**src/rtl/uart_pkg.sv**
```systemverilog
// Shared UART definitions: transmit FSM encoding and frame constants.
package uart_pkg;

   typedef enum logic [1:0] {
      TX_IDLE  = 2'd0,
      TX_START = 2'd1,
      TX_DATA  = 2'd2,
      TX_STOP  = 2'd3
   } tx_state_e;

   localparam int DEFAULT_CLKS_PER_BIT = 434;
   localparam int DATA_BITS            = 8;

endpackage

```
**src/rtl/uart_tx_bps_counter.sv**
```systemverilog
// Baud-period counter for the transmitter: strobes bit_end on the last cycle
// of each bit period and sits at zero whenever counting is disabled.
module uart_tx_bps_counter
   import uart_pkg::*;
#(
   parameter int CLKS_PER_BIT = DEFAULT_CLKS_PER_BIT
) (
   input  logic clk,
   input  logic rst,
   input  logic count_enable,
   output logic bit_end
);

   localparam int              CNT_W = (CLKS_PER_BIT > 1) ? $clog2(CLKS_PER_BIT) : 1;
   localparam logic [CNT_W-1:0] LAST = CNT_W'(CLKS_PER_BIT - 1);

   logic [CNT_W-1:0] cnt_q, cnt_d;

   always_comb begin
      cnt_d = '0;
      if (count_enable && (cnt_q != LAST)) begin
         cnt_d = cnt_q + CNT_W'(1);
      end
   end

   assign bit_end = count_enable && (cnt_q == LAST);

   always_ff @(posedge clk) begin
      if (rst) begin
         cnt_q <= '0;
      end else begin
         cnt_q <= cnt_d;
      end
   end

endmodule

```
**src/rtl/uart_tx_control.sv**
```systemverilog
// UART transmit control: start bit, 8 data bits MSB first, STOP_BITS stop bits,
// with a registered tx line, busy flag and one-cycle completion pulse.
module uart_tx_control
   import uart_pkg::*;
#(
   parameter int CLKS_PER_BIT = DEFAULT_CLKS_PER_BIT,
   parameter int STOP_BITS    = 1
) (
   input  logic       clk,
   input  logic       rst,
   input  logic       tx_enable_signal,
   input  logic [7:0] tx_data,
   input  logic       tx_start_signal,
   output logic       tx_ready,
   output logic       tx_busy,
   output logic       tx_out,
   output logic       tx_done_signal
);

   localparam logic [2:0] MSB_IDX   = 3'(DATA_BITS - 1);
   localparam logic       LAST_STOP = 1'(STOP_BITS - 1);

   tx_state_e  state_q, state_d;
   logic [7:0] shift_q, shift_d;
   logic [2:0] bit_idx_q, bit_idx_d;
   logic       stop_cnt_q, stop_cnt_d;
   logic       tx_out_q, tx_out_d;
   logic       tx_busy_q, tx_busy_d;
   logic       tx_done_q, tx_done_d;
   logic       bit_end;
   logic       accept;
   logic       count_enable;

   assign tx_ready     = (state_q == TX_IDLE) && tx_enable_signal && !rst;
   assign accept       = tx_start_signal && tx_ready;
   assign count_enable = (state_q != TX_IDLE) && tx_enable_signal;

   uart_tx_bps_counter #(
      .CLKS_PER_BIT(CLKS_PER_BIT)
   ) u_bps (
      .clk         (clk),
      .rst         (rst),
      .count_enable(count_enable),
      .bit_end     (bit_end)
   );

   always_comb begin
      state_d    = state_q;
      shift_d    = shift_q;
      bit_idx_d  = bit_idx_q;
      stop_cnt_d = stop_cnt_q;
      tx_done_d  = 1'b0;

      case (state_q)
         TX_IDLE: begin
            bit_idx_d  = MSB_IDX;
            stop_cnt_d = 1'b0;
            if (accept) begin
               state_d = TX_START;
               shift_d = tx_data;
            end
         end
         TX_START: begin
            if (bit_end) begin
               state_d   = TX_DATA;
               bit_idx_d = MSB_IDX;
            end
         end
         TX_DATA: begin
            if (bit_end) begin
               if (bit_idx_q == 3'd0) begin
                  state_d    = TX_STOP;
                  stop_cnt_d = 1'b0;
               end else begin
                  bit_idx_d = bit_idx_q - 3'd1;
               end
            end
         end
         TX_STOP: begin
            if (bit_end) begin
               if (stop_cnt_q == LAST_STOP) begin
                  state_d   = TX_IDLE;
                  tx_done_d = 1'b1;
               end else begin
                  stop_cnt_d = stop_cnt_q + 1'b1;
               end
            end
         end
         default: state_d = TX_IDLE;
      endcase

      // Dropping enable mid-frame abandons the byte silently.
      if ((state_q != TX_IDLE) && !tx_enable_signal) begin
         state_d   = TX_IDLE;
         bit_idx_d = MSB_IDX;
         tx_done_d = 1'b0;
      end

      tx_busy_d = (state_d != TX_IDLE);

      // Line level is decoded from the next state so it lands with the state change.
      case (state_d)
         TX_START: tx_out_d = 1'b0;
         TX_DATA:  tx_out_d = shift_d[bit_idx_d];
         default:  tx_out_d = 1'b1;
      endcase
   end

   always_ff @(posedge clk) begin
      if (rst) begin
         state_q    <= TX_IDLE;
         shift_q    <= '0;
         bit_idx_q  <= MSB_IDX;
         stop_cnt_q <= 1'b0;
         tx_out_q   <= 1'b1;
         tx_busy_q  <= 1'b0;
         tx_done_q  <= 1'b0;
      end else begin
         state_q    <= state_d;
         shift_q    <= shift_d;
         bit_idx_q  <= bit_idx_d;
         stop_cnt_q <= stop_cnt_d;
         tx_out_q   <= tx_out_d;
         tx_busy_q  <= tx_busy_d;
         tx_done_q  <= tx_done_d;
      end
   end

   assign tx_out         = tx_out_q;
   assign tx_busy        = tx_busy_q;
   assign tx_done_signal = tx_done_q;

endmodule

```
**config.mk**
```make
export PLATFORM = sky130hd
export DESIGN_NAME = uart_tx_control
export DESIGN_NICKNAME = d
export VERILOG_FILES = /design/src/rtl/uart_pkg.sv /design/src/rtl/uart_tx_bps_counter.sv /design/src/rtl/uart_tx_control.sv
export SDC_FILE = /design/constraint.sdc
export NUM_CORES = 1
export LEC_CHECK = 0
export BUFFER_PORTS_ARGS = -buffer_cell sky130_fd_sc_hd__buf_2
export CAP_MARGIN = 20
export CORE_ASPECT_RATIO = 1.1
export CORE_MARGIN = 2
export CORE_UTILIZATION = 50
export DETAILED_ROUTE_END_ITERATION = 12
export PLACE_DENSITY = 0.71
export SYNTH_ARGS = -nofsm -noshare
export SYNTH_HDL_FRONTEND = slang
export SYNTH_SLANG_ARGS = --single-unit
```
**constraint.sdc**
```tcl
create_clock -name clk -period 4.55 [get_ports clk]
set_clock_uncertainty 0.1 [all_clocks]
set_input_delay 0.91 -clock clk [delete_from_list [all_inputs] [get_ports clk]]
set_output_delay 0.91 -clock clk [all_outputs]
set_load 0.03 [all_outputs]
```
After elaboration in Yosys (flattened, before gate mapping). Index checks and enable logic that the tools add are counted.

Bits of input ports: 12. Register bits: 26.

Equality and inequality tests: 10. Bitwise gates (word level): 3. Order comparisons: 1. Reductions and logical operators: 17. Multiplexer cells: 24. $add $sub $neg: 3.

Operator list (count): 8-bit two-way mux (2); 2-bit two-way mux (7); 3-bit two-way mux (4); 9-bit by 1-bit adder with 9-bit output, second input constant (1); 9-bit equality test, second input constant (1); 9-bit inequality test, second input constant (1); 3-bit one-hot mux with 3 select lines (1); 2-bit one-hot mux with 4 select lines (1); 1-bit logical AND (7); 2-bit equality test, second input constant (3); 1-bit two-way mux (6); 2-bit inequality test, second input constant (3); 2-bit by 1-bit equality test with 1-bit output, second input constant (2); 3-bit by 4-bit less-than comparator with 1-bit output, second input constant (1); 4-bit AND reduction (1); 2-bit nonzero test (2); 4-bit OR reduction (1); 1-bit binary-select mux with 3-bit select (1); 3-bit logical NOT (1); 1-bit NOT (3); 1-bit one-hot mux with 3 select lines (1); 3-bit nonzero test (1); 3-bit by 1-bit subtractor with 3-bit output, second input constant (1); 1-bit logical NOT (2); other kinds (4) (4).

Longest topological paths before layout.
Word-level depth: 9. Depth in mapped cells: 11.

Hierarchy. From an unflattened synthesis, not the netlist that was laid out.

Cell total of the unflattened synthesis: 148. Area total of the unflattened synthesis: 1346.3 µm².

By module, submodules not included: uart_tx_control (cells each 98, area an instance 878.3 µm², times used 1); uart_tx_bps_counter (cells each 50, area an instance 467.9 µm², times used 1).

Least setup slack after synthesis. Ideal clock, no wire load.

Kind: input to register. Start point: in tx_enable_signal. End point: reg tx_out_q, in the netlist tx_out. Required time: 4.385 ns. Data arrival time: 3.136 ns. Cell stages on the path: 8. Buffers on the path: 1. Setup slack: 1.249 ns. Cells stage by stage: buf_2 > nor4b_1 > and2_1 > nor2_1 > mux2_2 > nor3b_1 > o31ai_1 > nand4b_1.

Word-level cells in the longest chain between the ends: 8. Elaborated cells between the ends (all ways): 24.

RTL lines: start: declaration (RTL line uart_tx_control.sv:11) `input logic tx_enable_signal,`; 1-bit logical AND (*) (2 in a row) (RTL line uart_tx_control.sv:34) `assign tx_ready = (state_q == TX_IDLE) && tx_enable_signal && !rst;`; net tx_ready (RTL line uart_tx_control.sv:14) `output logic tx_ready,`; 1-bit logical AND (*) (RTL line uart_tx_control.sv:35) `assign accept = tx_start_signal && tx_ready;`; 8-bit two-way mux / 2-bit two-way mux (equally long branches) (RTL line uart_tx_control.sv:58) `if (accept) begin`; 8-bit two-way mux / 2-bit one-hot mux with 4 select lines (equally long branches) (RTL line uart_tx_control.sv:54) `case (state_q)`; 1-bit binary-select mux with 3-bit select / 2-bit two-way mux (equally long branches) (RTL line uart_tx_control.sv:104, uart_tx_control.sv:93); 1-bit two-way mux (not written as such) (tied with other cells) (RTL line uart_tx_control.sv:104) `TX_DATA: tx_out_d = shift_d[bit_idx_d];`; 1-bit one-hot mux with 2 select lines (*) (RTL line uart_tx_control.sv:102) `case (state_d)`; end signal: assignment (RTL line uart_tx_control.sv:123) `tx_out_q <= tx_out_d;`; end: declaration (RTL line uart_tx_control.sv:27) `logic tx_out_q, tx_out_d;`.

The timed path passes the listed nets; every way through them passes the cells marked *. The select of a mux whose other input is x is not followed. A chain may end at the register's enable or synchronous reset.

Final worst setup path.
Start point: in rst. End point: out tx_ready.

Word-level cells in the longest chain between the ends: 2.

RTL lines: start: declaration (RTL line uart_tx_control.sv:10) `input logic rst,`; 1-bit logical NOT (RTL line uart_tx_control.sv:34); 1-bit logical AND (RTL line uart_tx_control.sv:34); end: declaration (RTL line uart_tx_control.sv:14).

No other way between the ends.

==> results.py <==
metrics = {
    "run_status": {
        "outcome": "complete, no violations",
    },
    "timing": {
        "finalSetupViolCount": 0,
        "slew_headroom_pct": 53.2,
        "fin_tns_setup_ps": 0,
        "tightestPinTransition_ps": 700,
        "finalCriticalPeriod_ps": 2810,
        "achievable-frequency_ghz": 0.356,
        "finalHoldViolations": 0,
        "slew_viol_final": 0,
        "final.period_utilization_pct": 61.7,
        "grt_setup_unrepaired": "false",
    },
    "power_and_ir_drop": {
        "peakVddDrop_mv": 0.166,
        "design_power_total_mw": 0.346,
        "static-leakage-power_nw": 0.569,
        "p_per_area_nw_per_um2": 249,
    },
    "cells_and_area": {
        "fin_nets": 179,
        "regArea_um2": 500,
        "fill_cell_instance_count_of_the_final_layout": 247,
        "antenna_diode_instance_count": 0,
        "layout-drive-gt1-share_pct": 18.1,
        "area_of_the_multi_input_gates_um2": 731,
        "syn_to_final_growth_pct": 8.92,
    },
    "cts": {
        "cts_tree": "done",
        "ctsHoldBuffers": 0,
        "ctsResizeCount": 0,
        "cts_root_buffer": "sky130_fd_sc_hd__clkbuf_4",
        "clk_transition_reported_paths_ps": 140,
        "clk-insertion-delay-late_ps": 320,
        "tritoncts.num_buffers": 3,
        "clock_path_buffers": 2,
        "cts.htree.levels": 1,
        "clock_sinks": 25,
        "cts_setup_buffers": 0,
    },
    "drt": {
        "post-route-drc-count": 0,
        "total_length_of_routed_wires_um": 2360,
        "first_pass_iters": 4,
        "viasPerCell": 5.50,
        "drt_first_iter_violations": 32,
        "route.antenna.remaining_nets": 0,
        "detailroute.via_count": 1050,
        "route.detailed.wl_per_inst_um": 12.4,
    },
    "critical_path": {
        "start_kind": "primary input",
        "critical_path_required_ps": 3540,
        "cp_data_arrival_time_ps": 1800,
        "reg2reg_setup_slack_ps": 1940,
        "cp-end-kind": "output port",
        "r2r_cells": 9,
        "path_class": "in -> out",
        "timing.critical_path.from": "rst",
        "path_max_fanout": 17,
        "worstReg2RegStart": "bit_idx_q[0]",
        "r2r_end": "tx_out",
    },
    "synth": {
        "syn_area_um2": 1280,
        "synth.most_common_cell": "sky130_fd_sc_hd__nand2_1",
        "synthesis.area_per_instance_um2": 8.68,
        "yosys_most_used_dff": "sky130_fd_sc_hd__dfxtp_1",
        "synth_top_area_share_pct": 39.2,
        "number_of_synthesized_flops_with_an_enable_pin": 0,
        "netlist_top_cells_count": "26 x sky130_fd_sc_hd__nand2_1, 25 x sky130_fd_sc_hd__dfxtp_1, 18 x sky130_fd_sc_hd__nor2_1, 11 x sky130_fd_sc_hd__a21oi_1, 6 x sky130_fd_sc_hd__ha_1",
        "ys_types": 41,
        "synth_fp_nets": 165,
        "async_reset_ff_share_pct": 0,
        "syn_inst": 147,
        "synthDominantAreaCellType": "sky130_fd_sc_hd__dfxtp_1",
        "yosys-top-cells-area": "sky130_fd_sc_hd__dfxtp_1 39%, sky130_fd_sc_hd__nand2_1 7.6%, sky130_fd_sc_hd__ha_1 5.9%",
        "synth.ff_latch_count": 25,
        "synth_seq_area_share_pct": 39.2,
        "ys_warn_count": 0,
    },
    "placed_design": {
        "placement.io_buffers": 15,
        "hpwlAfterDp_um": 1740,
        "gp_congestion": 0.784,
    },
    "hold_path": {
        "timing.hold.worst.start": "shift_q[2]",
        "worst_hold_path.endpoint": "shift_q[2]",
        "hold_path_class": "reg -> reg",
        "hold_depth": 2,
    },
    "die": {
        "boundary_pins": 16,
        "fp.dieW_um": 52.2,
        "floorplan.initialDensity_pct": 51.6,
        "fp.dieArea_um2": 2970,
        "vertical_die_dimension_um": 57.0,
        "rows": 19,
        "placeableCoreArea_um2": 2470,
    },
    "flow_run": {
        "max-cap-violations": 0,
    },
    "global_routing": {
        "grt_pass1_wl_um": 4080,
        "grt_pass1_vias": 967,
        "residual_overflow_from_global_routing": 0,
        "gr-usage-all-layers_pct": 17.9,
        "number_of_antenna_violations_at_the_first_check_in_global_routing": 0,
        "grt_max_degree": 18,
    },
}
==> stage by stage <==
stage / utilization (%) / hold WS (ps) / cell area (um^2) / instances / setup slack (ps)
after floorplan: - / 329 / 1280 / 147 / 1250
after global placement: 55.0 / 345 / 1360 / 187 / 1760
after detailed placement: 55.0 / 353 / 1360 / 187 / 1650
after CTS: 56.2 / 372 / 1390 / 191 / 1720
after global routing: 56.2 / 396 / 1390 / 191 / 1590
final: 56.2 / 370 / 1390 / 191 / 1740
==> flip-flops by register name, summed over array words and instances, names as in the netlist <==
name,cells
bit_idx_q,3
tx_busy,1
tx_out,1
u_bps.cnt_q,9
state_q,2
shift_q,8
tx_done_signal,1
==> kinds of logic (layout without fill, tap and decap cells) <==
kind of cell / count (synthesis) / after routing / synth area share, %
and+or+nand+nor: 71 / 71 / 29.2
DFF: 25 / 25 / 39.2
AOI/OAI and AO/OA: 24 / 24 / 13.7
buffers and inverters: 10 / 23 / 3.53
xor gates and xnor gates: 7 / 7 / 4.80
adders and majority gates: 6 / 6 / 5.88
muxes: 4 / 4 / 3.63
==> worst max-delay path by stage <==
stage	slack (ps)	endpoint	cells after the start
2_1_floorplan	1250	tx_out	8
3_3_place_gp	1760	tx_out	8
3_5_place_dp	1650	tx_out	8
4_1_cts	1720	tx_ready	3
5_1_grt	1590	tx_ready	3
6_report	1740	tx_ready	3
==> report_power, final <==
part | internal (mW) | switching [mW]
clock network | 0.0335 | 0.0674
logic | 0.00875 | 0.0127
registers | 0.222 | 0.00182
==> cells in the final DEF (no fill, tap or decap), types with 2 or more instances in the layout <==
master and n:
sky130_fd_sc_hd__a21oi_1 11, sky130_fd_sc_hd__and3_1 2, sky130_fd_sc_hd__buf_2 15, sky130_fd_sc_hd__clkbuf_4 3, sky130_fd_sc_hd__dfxtp_1 25, sky130_fd_sc_hd__ha_1 6, sky130_fd_sc_hd__inv_1 4, sky130_fd_sc_hd__mux2i_1 2
sky130_fd_sc_hd__nand2_1 26, sky130_fd_sc_hd__nand3_1 4, sky130_fd_sc_hd__nand4b_1 2, sky130_fd_sc_hd__nor2_1 18, sky130_fd_sc_hd__nor2b_1 3, sky130_fd_sc_hd__nor3b_1 2, sky130_fd_sc_hd__nor4b_1 2, sky130_fd_sc_hd__o21ai_0 4
sky130_fd_sc_hd__or3_1 2, sky130_fd_sc_hd__xnor2_1 5, sky130_fd_sc_hd__xor2_1 2
==> routing by layer <==
layer  global-route usage [%]  share of wire, %
met5                        0                 0
met4                     6.59               1.3
met3                     3.40               6.1
met2                     28.9                47
met1                     23.9                46
==> final cells by class <==
class                   instances  area share (%)
clock inverters                 1           0.540
well taps                      31            2.79
flip-flops and latches         25            36.0
repair buffers                 15            5.40
inverters                       4            1.08
clock buffers                   3            1.62
multi-input cells             112            52.6
==> critical path: stages <==
cell	delay [ps]
sky130_fd_sc_hd__buf_2	190
sky130_fd_sc_hd__nor4b_1	410
sky130_fd_sc_hd__buf_2	280
(Power assumes the default switching activity.)
